### config.mk
export PLATFORM = sky130hd
export DESIGN_NAME = fetch_seq
export DESIGN_NICKNAME = d
export VERILOG_FILES = /design/src/rtl/com_pkg.sv /design/src/rtl/fetch_seq_perf.sv /design/src/rtl/fetch_seq.sv
export SDC_FILE = /design/constraint.sdc
export NUM_CORES = 1
export LEC_CHECK = 0
export CAP_MARGIN = 10
export CORE_AREA = 2 2 89 91
export CTS_BUF_LIST = sky130_fd_sc_hd__clkbuf_16
export DETAILED_ROUTE_END_ITERATION = 10
export DIE_AREA = 0 0 91 93
export PLACE_DENSITY = 0.94
export REMOVE_ABC_BUFFERS = 1
export SETUP_SLACK_MARGIN = 0.1
export SLEW_MARGIN = 20
export SYNTH_ARGS = -nofsm -noshare
export SYNTH_HDL_FRONTEND = slang
export SYNTH_SLANG_ARGS = --single-unit
### constraint.sdc
create_clock -name clk -period 4.9 [get_ports clk]
set_input_delay 0.98 -clock clk [delete_from_list [all_inputs] [get_ports clk]]
set_output_delay 0.98 -clock clk [all_outputs]
set_load 0.02 [all_outputs]
### src/rtl/com_pkg.sv
// Shared types for the fetch front end: flush redirect bundle, fetch FSM
// state encoding, and the predecode byte-advance clamp.
package com_pkg;

  localparam int COM_XLEN    = 32;
  localparam int FETCH_BYTES = 16;

  typedef struct packed {
    logic                valid;
    logic [COM_XLEN-1:0] pc;
  } flush_t;

  typedef enum logic [1:0] {
    IDLE = 2'd0,
    REQ  = 2'd1,
    WAIT = 2'd2
  } fetch_seq_state_e;

  // Predecode advances are halfword granular, so bit 0 is dropped.
  // Anything beyond one fetch block is clamped to the block size.
  function automatic logic [4:0] fetch_inc(input logic [4:0] amt);
    logic [4:0] even;
    even = {amt[4:1], 1'b0};
    return (even > 5'(FETCH_BYTES)) ? 5'(FETCH_BYTES) : even;
  endfunction

endpackage

### src/rtl/fetch_seq_perf.sv
// Fetch performance counters: cycles lost to downstream stall with a live
// response waiting, and number of flush redirects. Both wrap at 2^32.
module fetch_seq_perf (
  input  logic        clk,
  input  logic        rst,
  input  logic        stall_evt,
  input  logic        flush_evt,
  output logic [31:0] perf_stall_cnt,
  output logic [31:0] perf_flush_cnt
);

  // Event counters; events arrive already qualified by clk_en.
  always_ff @(posedge clk or negedge rst) begin
    if (!rst) begin
      perf_stall_cnt <= '0;
      perf_flush_cnt <= '0;
    end else begin
      if (stall_evt) perf_stall_cnt <= perf_stall_cnt + 32'd1;
      if (flush_evt) perf_flush_cnt <= perf_flush_cnt + 32'd1;
    end
  end

endmodule

### src/rtl/fetch_seq.sv
// Fetch sequencer: owns the fetch PC, keeps at most one I-cache request in
// flight, hands accepted responses to predecode and handles flush redirects,
// discarding a response that was already in flight when the flush landed.
// Optional perf counters are built when FETCH_SEQ_PERF_EN is defined.
//
// state | meaning
// IDLE  | out of reset, nothing issued yet
// REQ   | request presented at pc, waiting for ic_req_ready
// WAIT  | request accepted, waiting for the response handshake
module fetch_seq
  import com_pkg::*;
#(
  parameter int              XLEN     = COM_XLEN,
  parameter logic [XLEN-1:0] RESET_PC = '0
) (
  input  logic            clk,
  input  logic            rst,
  input  logic            clk_en,
  input  flush_t          flush,
  input  logic            stall,
  output logic            ic_req_valid,
  input  logic            ic_req_ready,
  output logic [XLEN-1:0] ic_req_addr,
  input  logic            ic_rsp_valid,
  output logic            ic_rsp_ready,
  output logic            pd_valid,
  output logic [XLEN-1:0] pd_pc,
  input  logic [4:0]      pc_inc_amount,
  output logic [31:0]     perf_stall_cnt,
  output logic [31:0]     perf_flush_cnt
);

  fetch_seq_state_e state, state_n;
  logic [XLEN-1:0]  pc, pc_n;
  logic             drop, drop_n;

  logic             req_hs;
  logic             rsp_hs;
  logic [XLEN-1:0]  flush_target;
  logic [XLEN-1:0]  inc_ext;
  logic             unused_flush_lsb;

  // Flush targets are forced halfword aligned.
  assign flush_target     = {flush.pc[XLEN-1:1], 1'b0};
  assign unused_flush_lsb = flush.pc[0];
  assign inc_ext          = {{(XLEN-5){1'b0}}, fetch_inc(pc_inc_amount)};

  // Handshake outputs; everything is silenced while clk_en is low.
  always_comb begin
    ic_req_valid = clk_en && (state == REQ);
    ic_rsp_ready = clk_en && (state == WAIT) && (drop || !stall);
    pd_valid     = clk_en && (state == WAIT) && ic_rsp_valid && !drop
                   && !stall && !flush.valid;
    ic_req_addr  = pc;
    pd_pc        = pc;
    req_hs       = ic_req_valid && ic_req_ready;
    rsp_hs       = ic_rsp_valid && ic_rsp_ready;
  end

  // Next state, PC and drop flag; flush overrides every other update.
  always_comb begin
    state_n = state;
    pc_n    = pc;
    drop_n  = drop;
    if (clk_en) begin
      if (flush.valid) begin
        pc_n = flush_target;
        case (state)
          IDLE: state_n = REQ;
          REQ: begin
            if (req_hs) begin
              // The old-address request just went out; its reply is stale.
              state_n = WAIT;
              drop_n  = 1'b1;
            end
          end
          WAIT: begin
            if (rsp_hs) begin
              // The reply is consumed this cycle and discarded (pd_valid=0).
              state_n = REQ;
              drop_n  = 1'b0;
            end else begin
              drop_n = 1'b1;
            end
          end
          default: state_n = IDLE;
        endcase
      end else begin
        case (state)
          IDLE: state_n = REQ;
          REQ: begin
            if (req_hs) state_n = WAIT;
          end
          WAIT: begin
            if (rsp_hs) begin
              state_n = REQ;
              drop_n  = 1'b0;
            end
          end
          default: state_n = IDLE;
        endcase
        if (pd_valid) pc_n = pc + inc_ext;
      end
    end
  end

  // State register; clk_en low simply re-loads current values.
  always_ff @(posedge clk or negedge rst) begin
    if (!rst) begin
      state <= IDLE;
      pc    <= RESET_PC;
      drop  <= 1'b0;
    end else begin
      state <= state_n;
      pc    <= pc_n;
      drop  <= drop_n;
    end
  end

`ifdef FETCH_SEQ_PERF_EN
  logic stall_evt;
  logic flush_evt;

  assign stall_evt = clk_en && (state == WAIT) && ic_rsp_valid && stall && !drop;
  assign flush_evt = clk_en && flush.valid;

  fetch_seq_perf u_perf (
    .clk            (clk),
    .rst            (rst),
    .stall_evt      (stall_evt),
    .flush_evt      (flush_evt),
    .perf_stall_cnt (perf_stall_cnt),
    .perf_flush_cnt (perf_flush_cnt)
  );
`else
  assign perf_stall_cnt = '0;
  assign perf_flush_cnt = '0;
`endif

endmodule

==> impl_results.md <==
- Synth area leaders: dfrtp_1 (27%), buf_4 (23%), nor2_1 (3.4%)
- Total number of vias: about 3,000
- Antenna diode count: 0
- H-tree level count: 2
- Main combinational cell family by area after synthesis: buffers and inverters
- Worst reg-to-reg path cell count: 7
- Top-area cell type share of the netlist area: 26.9%
- Root Buffer: clkbuf_16
- Hold path start: drop
- Largest net degree at the start of global routing: slightly above 50
- Clock Latency Late Sink: 0.28 ns
- Vias per cell: 5.32
- Final setup violation count: 0
- Synthesized instance count: around 390
- Status: finished, final reports clean
- Die Width: about 90 um
- Post-Synth Adder-Cell Area: 2.21%
- Count leader, synth: buf_4
- Lkg Pwr: 1.66 nW
- Compound-Gate Fraction of Synth Area: 19.6%
- Final Core Density: 52.5%
- Routed Antenna Nets: 0
- Least-Margin Pin Slew: between 0.7 and 0.8 ns
- Post-CTS setup buffers: 0
- Worst-path fanout max: 4
- Final Hold Vio Count: 0
- Hold Path Cell Cnt: 2
- CTS hold repair buffers: 0
- XOR/XNOR Fraction of Synth Area: 0.553%
- Post-Route M1 WL: 3430 um
- CP arrival: roughly 2.8 ns
- Clock-pin slew on the worst setup and hold paths: 0.05 ns
- Total GRT Usage: a little under a fifth
- Clock sinks: 34
- Area leader, netlist: dfrtp_1
- Die height: 93 um
- FF-to-FF setup slack: about 2.5 ns
- Aggregate routed wire length: between 8000 and 9000 um
- Core area: about 0.0075 mm2
- Final period util: between 70% and 80%
- DRC viols: 0
- Mean Syn Cell Area: approximately 8.2 um2
- FP Rows: 32
- Max-slew headroom: 50.0%
- Crit Path Class: in2out
- First-pass GRT wire length: 12,900 um
- Boundary pin count: between 150 and 200
- Met3 WL post-DR: between 700 and 800 um
- PortBufs: approximately 110
- Met2 WL: 4080 um
- Routed wire length per instance: 15.0 um
- Synth warn: 0
- Reg2Reg Launch Point: ic_req_addr[1]
- Layout cells sized above 1: between 3 and 4%
- Max-cap violation count: 0
- Synth Register Bits: 34
- Pins Over Slew Limit: 0
- Total power per unit cell area: 344 mW/mm2
- Post-synth EDFFs: 0
- Worst r2r dst: ic_req_addr[19]
- Starting density of the core: 42.1%
- Crit end category: primary output
- Die area: 0.00846 mm2
- DR pass1 iterations: 5
- Area grow syn2layout: 24.8%
- Clock tree buffer depth: 2
- Worst Setup Start Kind: input pin
- Post-synthesis mux area share: 1.94%
- Cts bufs inserted: 5
- Simple-gate share of the synthesized area: 22.4%
- Most frequent cells after synthesis: buf_4 (98), dfrtp_1 (34), nor2_1 (29)
- Yosys cell types: 62
- Nets: between 500 and 600
- Clock Skews: 0.00501 ns
- RSZ-0062 raised after global routing: false
- Synthesized area: ~0.0032 mm2
- Fill cells: 709
- Number of global-route vias before repair: 2,622
- Highest metal layer with signal wires: met4
- Top FF cell, synth: dfrtp_1
- Setup_tns: 0 ns
- Global route overflow: 0
- Maximum VDD drop: around 240 uV
- Worst hold path class: reg2reg
- Initial antenna violation count: 0
- Worst Path Required: between 3 and 4 ns
- Tmin final: about 3.8 ns
- Max Fclk: 0.265 GHz
- Hold Path Sink: drop
- TritonCTS clock tree: built
- PostCTS Resize Cnt: 0
- Sequential area share after synthesis: 26.9%
- FFs w/ async S/R, synth: 100%
- 1st-iter DRT viols: 285
- Routability congestion estimate: ~0.87
- Post-DP HPWL: about 6000 um
==> report_power, final <==
group | internal (mW) | leakage [nW] | switching [mW]
sequential | 0.337 | 0.386 | 0.0956
combinational | 0.280 | 1.20 | 0.337
clock | 0.184 | 0.0724 | 0.124
total | 0.801 | 1.66 | 0.557
==> kinds of logic (layout without fill, tap and decap cells) <==
group / count (synthesis) / after routing
compound gates: 91 / 91
xor+xnor: 2 / 2
fa+ha+maj: 5 / 5
buf+inv: 118 / 123
flops: 34 / 34
mux: 6 / 6
other cells: 1 / 66
simple gates: 129 / 129
==> layer usage <==
metal	GRT usage, %	vias up
li1	-	1372
met1	24.0	1403
met2	32.3	186
met3	3.79	9
met4	5.30	0
met5	0	-
==> state kept, by name, summed over array words and instances, names as in the netlist <==
name	cells
drop	1
ic_req_addr	31
state	2
==> critical path, cell delays in order <==
cell and delay, ns:
clkdlybuf4s50_1 0.47, and4b_1 0.25, nand2_1 0.14, nor2_1 0.28
clkdlybuf4s50_1 0.67
==> stage by stage <==
stage	worst slack (ns)	instance area, um2	total power, mW	cells	hold WS [ns]
finish	1.13	3950	1.36	558	0.539
global route	1.04	3950	1.43	558	0.584
CTS	1.15	3950	1.36	558	0.543
detailed placement	1.16	3810	1.05	550	0.530
global placement	1.18	3810	1.03	550	0.505
floorplan	2.04	2600	0.757	339	0.480
==> layout make-up <==
cell class,count,area (um2),share of cell area (%)
clock buffers,5,125,3.17
clock inverters,3,12.5,0.317
inverters,6,22.5,0.570
multi-input cells,299,1730,43.8
flip-flops and latches,34,851,21.5
well taps,102,128,3.23
repair buffers,109,1080,27.4
==> cells in the final DEF, fill, tap and decap left out, types with 4 or more instances in the layout <==
| cell type | netlist | routed |
|---|---|---|
| and3_1 | 7 | 7 |
| mux2i_1 | 5 | 5 |
| nor2b_1 | 9 | 9 |
| conb_1 | 1 | 66 |
| nand2_1 | 18 | 18 |
| a211oi_1 | 5 | 5 |
| o22ai_1 | 4 | 4 |
| nor2_1 | 29 | 28 |
| clkdlybuf4s50_1 | 0 | 106 |
| dfrtp_1 | 34 | 34 |
| nor3_1 | 4 | 4 |
| nand3_1 | 18 | 18 |
| o21ai_0 | 19 | 19 |
| and2_1 | 5 | 5 |
| a21oi_1 | 19 | 19 |
| nand4_1 | 11 | 11 |
| nor4_1 | 8 | 8 |
| clkbuf_16 | 0 | 5 |
| nor3b_1 | 5 | 5 |
| o2bb2ai_1 | 4 | 4 |
| ha_1 | 4 | 4 |
| a31oi_1 | 6 | 6 |
| inv_1 | 6 | 7 |
==> how the worst max path moves through the flow <==
stage | depth (start not counted) | to | from | slack, ns
4_1_cts | 5 | pd_valid | clk_en | 1.15
6_report | 5 | pd_valid | clk_en | 1.13
5_1_grt | 5 | pd_valid | clk_en | 1.04
2_1_floorplan | 8 | ic_req_addr[19] | pc_inc_amount[1] | 2.04
3_3_place_gp | 5 | pd_valid | clk_en | 1.18
3_5_place_dp | 5 | pd_valid | clk_en | 1.16
No activity file was read; power rests on OpenSTA's default activity.
